$ cat src/rtl/apb_ucpd_tx_fsm.sv
// apb_ucpd_tx_fsm: UCPD transmit sequencer producing field enables, completion strobes and TX handshakes.
module apb_ucpd_tx_fsm #(
    parameter int IFRGAP_BITS = 25,
    parameter int CNT_W       = 10
) (
    input  logic             ic_clk,
    input  logic             ic_rst_n,
    input  logic             bit_clk_red,
    input  logic             transmit_en,
    input  logic             tx_hrst,
    input  logic [1:0]       tx_mode,
    input  logic [CNT_W-1:0] tx_paysize,
    input  logic             rx_busy,
    output logic             pre_en,
    output logic             sop_en,
    output logic             data_en,
    output logic             crc_en,
    output logic             eop_en,
    output logic             tx_pre_cmplt,
    output logic             tx_sop_cmplt,
    output logic             tx_data_cmplt,
    output logic             tx_crc_cmplt,
    output logic             tx_eop_cmplt,
    output logic             tx_wait_cmplt,
    output logic             tx_bit5_cmplt,
    output logic             txfifo_ld_en,
    output logic             txdr_req,
    output logic             crc_init,
    output logic             crc_byte_vld,
    output logic             tx_msg_disc,
    output logic             tx_hrst_disc
);
    typedef enum logic [2:0] {IDLE, PRE, SOP, DATA, CRC, EOP, WAIT} state_t;

    state_t           state_q, state_d;
    logic [7:0]       bcnt_q, bcnt_d, last_bit;
    logic [CNT_W-1:0] byte_cnt_q, byte_cnt_d, pay_m1, byte_nxt;
    logic             hrst_seq_q, hrst_seq_d, crst_seq_q, crst_seq_d, hrst_pend_q, hrst_pend_d;
    logic             transmit_en_q, tx_hrst_q, crst_lvl_q;
    logic             xmit_red_q, xmit_red_d, hrst_red_q, hrst_red_d, crst_red_q, crst_red_d;
    logic             txdr_req_q, txdr_req_d;
    logic             done, msg, abort, crst_lvl;

    assign crst_lvl   = tx_mode == 2'b01;
    assign xmit_red_d = transmit_en & ~transmit_en_q;
    assign hrst_red_d = tx_hrst & ~tx_hrst_q;
    assign crst_red_d = crst_lvl & ~crst_lvl_q;

    assign pre_en   = state_q == PRE;
    assign sop_en   = state_q == SOP;
    assign data_en  = state_q == DATA;
    assign crc_en   = state_q == CRC;
    assign eop_en   = state_q == EOP;
    assign txdr_req = txdr_req_q;

    assign last_bit = (state_q == PRE)  ? 8'd127 :
                      (state_q == SOP)  ? 8'd19  :
                      (state_q == DATA) ? 8'd9   :
                      (state_q == CRC)  ? 8'd39  :
                      (state_q == EOP)  ? 8'd4   : 8'(IFRGAP_BITS - 1);
    assign done     = bit_clk_red && (state_q != IDLE) && (bcnt_q == last_bit);
    assign msg      = !hrst_seq_q && !crst_seq_q;
    assign abort    = hrst_red_q && msg && (state_q == SOP || state_q == DATA || state_q == CRC);
    assign pay_m1   = tx_paysize - CNT_W'(1);
    assign byte_nxt = byte_cnt_q + CNT_W'(1);

    always_comb begin
        state_d       = state_q;
        bcnt_d        = bcnt_q;
        byte_cnt_d    = byte_cnt_q;
        hrst_seq_d    = hrst_seq_q;
        crst_seq_d    = crst_seq_q;
        hrst_pend_d   = hrst_pend_q;
        txdr_req_d    = 1'b0;
        tx_pre_cmplt  = 1'b0;
        tx_sop_cmplt  = 1'b0;
        tx_data_cmplt = 1'b0;
        tx_crc_cmplt  = 1'b0;
        tx_eop_cmplt  = 1'b0;
        tx_wait_cmplt = 1'b0;
        tx_bit5_cmplt = 1'b0;
        txfifo_ld_en  = 1'b0;
        crc_byte_vld  = 1'b0;
        crc_init      = 1'b0;
        tx_msg_disc   = 1'b0;
        tx_hrst_disc  = 1'b0;
        if (state_q != IDLE && bit_clk_red)
            bcnt_d = bcnt_q + 8'd1;
        if (abort) begin
            state_d    = EOP;
            hrst_seq_d = 1'b1;
        end else begin
            unique case (state_q)
                IDLE: begin
                    if (hrst_red_q) begin
                        tx_hrst_disc = rx_busy;
                        hrst_seq_d   = !rx_busy;
                        state_d      = rx_busy ? IDLE : PRE;
                    end else if (crst_red_q) begin
                        tx_msg_disc = rx_busy;
                        crst_seq_d  = !rx_busy;
                        state_d     = rx_busy ? IDLE : PRE;
                    end else if (xmit_red_q) begin
                        tx_msg_disc = rx_busy;
                        state_d     = rx_busy ? IDLE : PRE;
                    end
                end
                PRE: begin
                    if (done) begin
                        tx_pre_cmplt = 1'b1;
                        crc_init     = msg;
                        state_d      = SOP;
                    end
                end
                SOP: begin
                    tx_bit5_cmplt = bit_clk_red && (bcnt_q == 8'd4 || bcnt_q == 8'd9 ||
                                                    bcnt_q == 8'd14 || bcnt_q == 8'd19);
                    if (done) begin
                        tx_sop_cmplt  = 1'b1;
                        tx_data_cmplt = msg && tx_paysize == '0;
                        txfifo_ld_en  = msg && tx_paysize != '0;
                        crc_byte_vld  = msg && tx_paysize != '0;
                        state_d       = !msg ? WAIT : (tx_paysize == '0) ? CRC : DATA;
                    end
                end
                DATA: begin
                    if (done && byte_cnt_q == pay_m1) begin
                        tx_data_cmplt = 1'b1;
                        state_d       = CRC;
                    end else if (done) begin
                        txfifo_ld_en = 1'b1;
                        crc_byte_vld = 1'b1;
                        byte_cnt_d   = byte_nxt;
                        txdr_req_d   = byte_nxt < pay_m1;
                        bcnt_d       = 8'd0;
                    end
                end
                CRC: begin
                    tx_crc_cmplt = done;
                    state_d      = done ? EOP : CRC;
                end
                EOP: begin
                    tx_eop_cmplt = done;
                    state_d      = !done ? EOP : hrst_seq_q ? PRE : WAIT;
                end
                WAIT: begin
                    if (done) begin
                        tx_wait_cmplt = 1'b1;
                        hrst_seq_d    = hrst_pend_q || hrst_red_q;
                        crst_seq_d    = 1'b0;
                        hrst_pend_d   = 1'b0;
                        state_d       = (hrst_pend_q || hrst_red_q) ? PRE : IDLE;
                    end
                end
                default: state_d = IDLE;
            endcase
            // a hard reset that cannot abort the running message is replayed after its WAIT
            if (hrst_red_q && msg && !done && (state_q == PRE || state_q == EOP || state_q == WAIT))
                hrst_pend_d = 1'b1;
        end
        if (state_d != state_q)
            bcnt_d = 8'd0;
        if (state_d != DATA)
            byte_cnt_d = '0;
    end

    always_ff @(posedge ic_clk or negedge ic_rst_n) begin
        if (!ic_rst_n) begin
            state_q       <= IDLE;
            bcnt_q        <= 8'd0;
            byte_cnt_q    <= '0;
            hrst_seq_q    <= 1'b0;
            crst_seq_q    <= 1'b0;
            hrst_pend_q   <= 1'b0;
            transmit_en_q <= 1'b0;
            tx_hrst_q     <= 1'b0;
            crst_lvl_q    <= 1'b0;
            xmit_red_q    <= 1'b0;
            hrst_red_q    <= 1'b0;
            crst_red_q    <= 1'b0;
            txdr_req_q    <= 1'b0;
        end else begin
            state_q       <= state_d;
            bcnt_q        <= bcnt_d;
            byte_cnt_q    <= byte_cnt_d;
            hrst_seq_q    <= hrst_seq_d;
            crst_seq_q    <= crst_seq_d;
            hrst_pend_q   <= hrst_pend_d;
            transmit_en_q <= transmit_en;
            tx_hrst_q     <= tx_hrst;
            crst_lvl_q    <= crst_lvl;
            xmit_red_q    <= xmit_red_d;
            hrst_red_q    <= hrst_red_d;
            crst_red_q    <= crst_red_d;
            txdr_req_q    <= txdr_req_d;
        end
    end
endmodule

$ cat config.mk
export PLATFORM = sky130hd
export DESIGN_NAME = apb_ucpd_tx_fsm
export DESIGN_NICKNAME = d
export VERILOG_FILES = /design/src/rtl/apb_ucpd_tx_fsm.sv
export SDC_FILE = /design/constraint.sdc
export NUM_CORES = 1
export LEC_CHECK = 0
export BUFFER_PORTS_ARGS = -buffer_cell sky130_fd_sc_hd__buf_2
export CAP_MARGIN = 15
export CORE_UTILIZATION = 60
export DETAILED_ROUTE_END_ITERATION = 12
export PLACE_DENSITY = 0.82
export SYNTH_ARGS = -nofsm -noshare
export SYNTH_HDL_FRONTEND = slang
export SYNTH_SLANG_ARGS = --single-unit
export TNS_END_PERCENT = 50
$ cat constraint.sdc
create_clock -name ic_clk -period 3.3 [get_ports ic_clk]
set_input_delay 0.165 -clock ic_clk [delete_from_list [all_inputs] [get_ports ic_clk]]
set_output_delay 0.165 -clock ic_clk [all_outputs]
set_load 0.05 [all_outputs]
-- Yosys cells after proc, flatten, opt, wreduce, memory -nomap -nowiden
Cells that the tools add are included.
- register bits: 31
- bits in latches: 0
- bits in writable memories: 0
- bits in read-only memories: 0
- input bits: 18
- output and inout port bits: 18
- memories: 0
- add/sub/neg operators: 3
- multipliers: 0
- divide/modulo/power cells: 0
- $lt $le $gt $ge: 1
- eq/ne operators: 22
- shifts and indexed selects: 0
- mux-type cells: 78
- bitwise gates (word level): 7
- reduce and logical (&&, ||, !) cells: 37
- operators by type and width (kind ; number):
    10-bit two-way mux ; 5
    8-bit two-way mux ; 6
    1-bit two-way mux ; 45
    3-bit two-way mux ; 12
    3-bit one-hot mux with 7 select lines ; 1
    6-bit two-way mux ; 3
    8-bit by 4-bit == test with 1-bit output (second input constant) ; 2
    1-bit logical AND ; 11
    10-bit by 1-bit adder with 10-bit output (second input constant) ; 1
    10-bit == test ; 1
    10-bit zero test ; 1
    10-bit less-than comparator ; 1
    10-bit nonzero test ; 1
    2-bit nonzero test ; 5
    10-bit by 1-bit subtractor with 10-bit output (second input constant) ; 1
    3-bit == test (second input constant) ; 3
    8-bit by 1-bit adder with 8-bit output (second input constant) ; 1
    8-bit by 3-bit == test with 1-bit output (second input constant) ; 1
    8-bit by 5-bit == test with 1-bit output (second input constant) ; 1
    8-bit by 7-bit == test with 1-bit output ; 1
    1-bit logical OR ; 8
    1-bit one-hot mux with 2 select lines ; 4
    7-bit two-way mux ; 1
    3-bit by 2-bit == test with 1-bit output (second input constant) ; 2
    other kinds (16) ; 30

-- Depth between registers and ports, before layout
- word-level depth: 15
- depth in mapped cells: 13

-- Worst setup path after synthesis
No wires, ideal clock.
- path kind: reg-to-output
- from: register state_q[2]
- to: output port txfifo_ld_en
- arrival time: 4.372 ns
- setup slack: -1.237 ns
- cell stages (with the launch flop): 8
- path buffers: 2
- cells stage by stage: dfrtp_1 buf_2 nor3b_1 and3_1 a211o_1 nand3_1 nor4_1 buf_4
- elaborated cells on any way between the ends: 23
- RTL lines (element ; line ; RTL):
    from (decl) ; 35 ; state_t state_q, state_d;
    from (signal assigned) ; 183 ; state_q <= state_d;
    3-bit by 1-bit == test with 1-bit output * ; n/a ;
    named net pre_en ; 14 ; output logic pre_en,
    7-bit two-way mux * ; 56 ; assign last_bit = (state_q == PRE) ? 8'd127 :
    8-bit by 7-bit == test with 1-bit output * ; 61 ; assign done = bit_clk_red && (state_q != IDLE) && (bcnt_q == last_bit);
    1-bit logical AND * ; 61 ;
    1-bit two-way mux / 1-bit logical AND (equally long branches) ; 130, 127 ;
    1-bit two-way mux ; 127 ; if (done && byte_cnt_q == pay_m1) begin
    1-bit one-hot mux with 2 select lines * ; 93 ; unique case (state_q)
    1-bit two-way mux * ; 89 ; if (abort) begin
    to (decl) ; 26 ; output logic txfifo_ld_en,
Mark *: on every way through the listed nets, which the timed path passes. The rest lies on a longest branch.

-- Worst setup path after layout
- from: register state_q[2]
- to: output port tx_wait_cmplt
- word-level cells in the longest chain between the ends: 11
- elaborated cells on any way between the ends: 21
- RTL lines (element ; line ; RTL):
    3-bit == test ; 60 ; (state_q == EOP) ? 8'd4 : 8'(IFRGAP_BITS - 1);
    5-bit two-way mux ; 60 ;
    6-bit two-way mux ; 59 ; (state_q == CRC) ? 8'd39 :
    6-bit two-way mux ; 58 ; (state_q == DATA) ? 8'd9 :
    6-bit two-way mux ; 57 ; (state_q == SOP) ? 8'd19 :
    7-bit two-way mux ; 56 ;
    8-bit by 7-bit == test with 1-bit output ; 61 ;
    1-bit logical AND ; 61 ;
    1-bit two-way mux ; 147 ; if (done) begin
    1-bit two-way mux ; 93 ;
    1-bit two-way mux * ; 89 ;
    to (decl) ; 24 ; output logic tx_wait_cmplt,
Mark *: on every way between the ends. The rest lies on a longest branch, timed or not.

==> results.sh <==
export IMPL_vias=3003
export IMPL_crit_required_ps=3130
export IMPL_worstSetupStartpointType="flop"
export IMPL_r2r_end="bcnt_q[1]$_DFF_PN0_"
export IMPL_yosysWarnings=0
export IMPL_grt_max_degree=32
export IMPL_synth_edf_count=0
export IMPL_syn_inst=385
export IMPL_ys_ff_latch=31
export IMPL_die_width_um=73.8
export IMPL_final_min_clock_period_ps=3080
export IMPL_crit_start="state_q[2]$_DFF_PN0_"
export IMPL_cts_root_buf="clkbuf_8"
export IMPL_antenna_left=0
export IMPL_vias_per_cell=6.30
export IMPL_path_max_fanout=10
export IMPL_clk_pin_slew_ps=70
export IMPL_path_buf_inv=1
export IMPL_gp_congestion=0.915
export IMPL_syn_cell_area_um2=3090
export IMPL_outcome="finished, final reports clean"
export IMPL_cp_arrival_ps=2910
export IMPL_slew_headroom_pct=45.0
export IMPL_grt_pass1_vias=2728
export IMPL_cpMaxStageDelayCell="a2111oi_0"
export IMPL_diodes=0
export IMPL_finalClockSkew_ps=6.56
export IMPL_finalSetupTns_ps=0
export IMPL_multi_input_area_um2=2160
export IMPL_dieArea_um2=5440
export IMPL_syn_nets=419
export IMPL_hp_class="in2reg"
export IMPL_cts_setup_buffers=0
export IMPL_drc=0
export IMPL_r2r_start="state_q[2]$_DFF_PN0_"
export IMPL_postSynthAreaPerCell_um2=8.03
export IMPL_slew_violations=0
export IMPL_cts_htree_levels=2
export IMPL_ff2ff_setup_slack_ps=390
export IMPL_power_density_nw_per_um2=446
export IMPL_nets=443
export IMPL_maxCapViolCount=0
export IMPL_pin_count=36
export IMPL_grt_use_total_pct=29.9
export IMPL_regArea_um2=777
export IMPL_endpoint_kind="primary output"
export IMPL_cts_made_buffers=5
export IMPL_cts_sinks=31
export IMPL_totalWireLength_um=7630
export IMPL_firstDrtPassIters=5
export IMPL_drt_iter0_drc=388
export IMPL_period_share_pct=93.2
export IMPL_crit_path_end="tx_wait_cmplt"
export IMPL_drive_gt1_share_pct=17.6
export IMPL_overflow=0
export IMPL_leakage_nw=1.50
export IMPL_start_util_pct=63.8
export IMPL_post_place_ws_ps=302
export IMPL_seq_area_frac_synth_pct=25.1
export IMPL_setup_ws_ps=225
export IMPL_cp_top_family="simple AND/OR/NAND/NOR gates"
export IMPL_num_rows=25
export IMPL_cts_tree="done"
export IMPL_grt_first_pass_wirelength_um=12600
export IMPL_finalSetupViolCount=0
export IMPL_fillers=410
export IMPL_rsz0062_at_grt="no"
export IMPL_finalHoldViolCount=0
export IMPL_antenna_found_initial=0
export IMPL_fp_dieH_um=73.8
export IMPL_cpMostUsedCell="nand2_1"
export IMPL_ys_async_sr_fraction_pct=100
export IMPL_critPathKind="reg2out"
export IMPL_io_buffers=35
export IMPL_wl_per_cell_um=16.0
export IMPL_r2r_cells=10
export IMPL_ys_flop_type="dfrtp_1"
export IMPL_tightestPinTransition_ps=819
export IMPL_cp_cell_sequence="nand2b_1, a2111oi_0, a211o_1, nand2_1, nor2_1, nand2_1, nor3_1, buf_2"
export IMPL_cp_depth=8
export IMPL_fmax_mhz=325
export IMPL_synth_distinct_cells=70
export IMPL_cts_buffer_depth=2
export IMPL_place_hpwl_um=5610
export IMPL_clkLatencyLatePin_ps=290
export IMPL_max_stage_delay_ps=520
export IMPL_vdd_ir_drop_max_v=0.000308
export IMPL_core_um2=4850
export IMPL_syn2layout_area_growth_pct=11.0
[per-layer routing]
metal	share of wire, %	track usage, %	up-vias
met2	44	44.4	147
met5	0	0	-
met1	46	43.0	1401
li1	-	-	1432
met3	8.3	7.00	23
met4	2.1	8.97	0
[cell families (layout without fill, tap and decap cells)]
family                     Yosys count  count (layout)  synth area share [%]
and+or+nand+nor                    164             164                  29.2
AOI/OAI and AO/OA                   89              89                  20.7
buffers and inverters               44              69                  6.31
xor gates and xnor gates            38              38                  11.2
DFF                                 31              31                  25.1
adders and majority gates           16              16                  6.48
muxes                                3               3                 0.971
[final cells by class]
cell class / instances / share of cell area (%)
Clock buffer: 6 / 2.12
Clock inverter: 2 / 0.365
Inverter: 14 / 1.53
Multi-Input combinational cell: 310 / 62.9
Sequential cell: 31 / 22.6
Tap cell: 67 / 2.44
Timing Repair Buffer: 47 / 7.95
[synth_stat cells (3+ instances only)]
master | instances | share of area, %
o21a_1 | 4 | 0.97
nor4_1 | 9 | 1.8
xor2_1 | 12 | 3.4
buf_2 | 5 | 0.81
nor2b_1 | 13 | 2.6
ha_1 | 16 | 6.5
inv_1 | 13 | 1.6
mux2i_1 | 3 | 0.97
and2_1 | 4 | 0.81
or2_2 | 3 | 0.61
nand3_1 | 14 | 2.3
a21boi_0 | 3 | 0.73
o21ai_0 | 17 | 2.8
dfrtp_1 | 31 | 25
nand3b_1 | 3 | 0.73
and3_1 | 9 | 1.8
o211a_1 | 3 | 0.97
nand2_1 | 25 | 3.0
o31ai_1 | 4 | 0.97
a31oi_1 | 3 | 0.61
nor3_1 | 16 | 2.6
a21oi_1 | 20 | 3.2
o211ai_1 | 3 | 0.73
nor2_1 | 41 | 5.0
a211oi_1 | 5 | 1.2
xnor2_1 | 25 | 7.1
clkbuf_1 | 19 | 2.3
nand4_1 | 3 | 0.61
nand2b_1 | 8 | 1.6
[state kept, by name (all words and copies together), names as in the netlist]
register       count
crst_seq_q         1
bcnt_q             8
hrst_seq_q         1
crst_lvl_q         1
crst_red_q         1
txdr_req           1
hrst_red_q         1
transmit_en_q      1
tx_hrst_q          1
hrst_pend_q        1
xmit_red_q         1
state_q            3
byte_cnt_q        10
[what timing repair did]
action | CTS | global route
endpoints found under the hold margin | 33 | 0
setup endpoints to repair | 0 | 6
gates resized for setup | 0 | 2
hold buffers | 3 | 0
[metrics by stage]
| step | hold WS, ps | instances | cell area [um2] | utilization (%) | power, W |
|---|---|---|---|---|---|
| 3_5_place_dp | 238 | 466 | 3310 | 68.2 | 0.00121 |
| 6_report | 26.4 | 477 | 3430 | 70.8 | 0.00153 |
| 3_3_place_gp | 246 | 466 | 3310 | 68.2 | 0.00119 |
| 5_1_grt | 29.3 | 477 | 3430 | 70.8 | 0.00163 |
| 4_1_cts | 20.1 | 477 | 3420 | 70.6 | 0.00151 |
| 2_1_floorplan | -131 | 385 | 3120 | - | 0.00103 |
[layout by cell type (no fill, tap or decap), types with 4 or more instances in the layout]
cell type and instances:
o31ai_1 4, ha_1 16, buf_2 35, and3_1 9
nand3_1 14, inv_1 13, a21oi_1 20, nor4_1 6
buf_4 9, and2_1 4, a211oi_1 5, o21ai_0 17
nand2b_1 8, nand2_1 25, nor2b_1 13, xnor2_1 25
xor2_1 12, clkbuf_8 5, nor2_1 41, dfrtp_1 30
nor3_1 16, o21a_1 4
[worst min path at each step]
stage / from / endpoint / slack [ps] / depth (start not counted)
floorplan: ic_rst_n / bcnt_q[0]$_DFF_PN0_ / -130 / 0
global placement: ic_rst_n / txdr_req$_DFF_PN0_ / 250 / 1
detailed placement: ic_rst_n / txdr_req$_DFF_PN0_ / 240 / 1
CTS: tx_mode[1] / crst_lvl_q$_DFF_PN0_ / 20 / 2
global route: tx_mode[1] / crst_lvl_q$_DFF_PN0_ / 30 / 2
finish: tx_mode[1] / crst_lvl_q$_DFF_PN0_ / 30 / 2
[report_power, final]
part	internal, W	leakage, nW	switching, W
combinational	0.000258	1.06	0.000457
clock	0.000147	0.0412	0.000149
sequential	0.000426	0.403	0.0000937
total	0.000830	1.50	0.000700
Power figures use the tool's default switching activity.
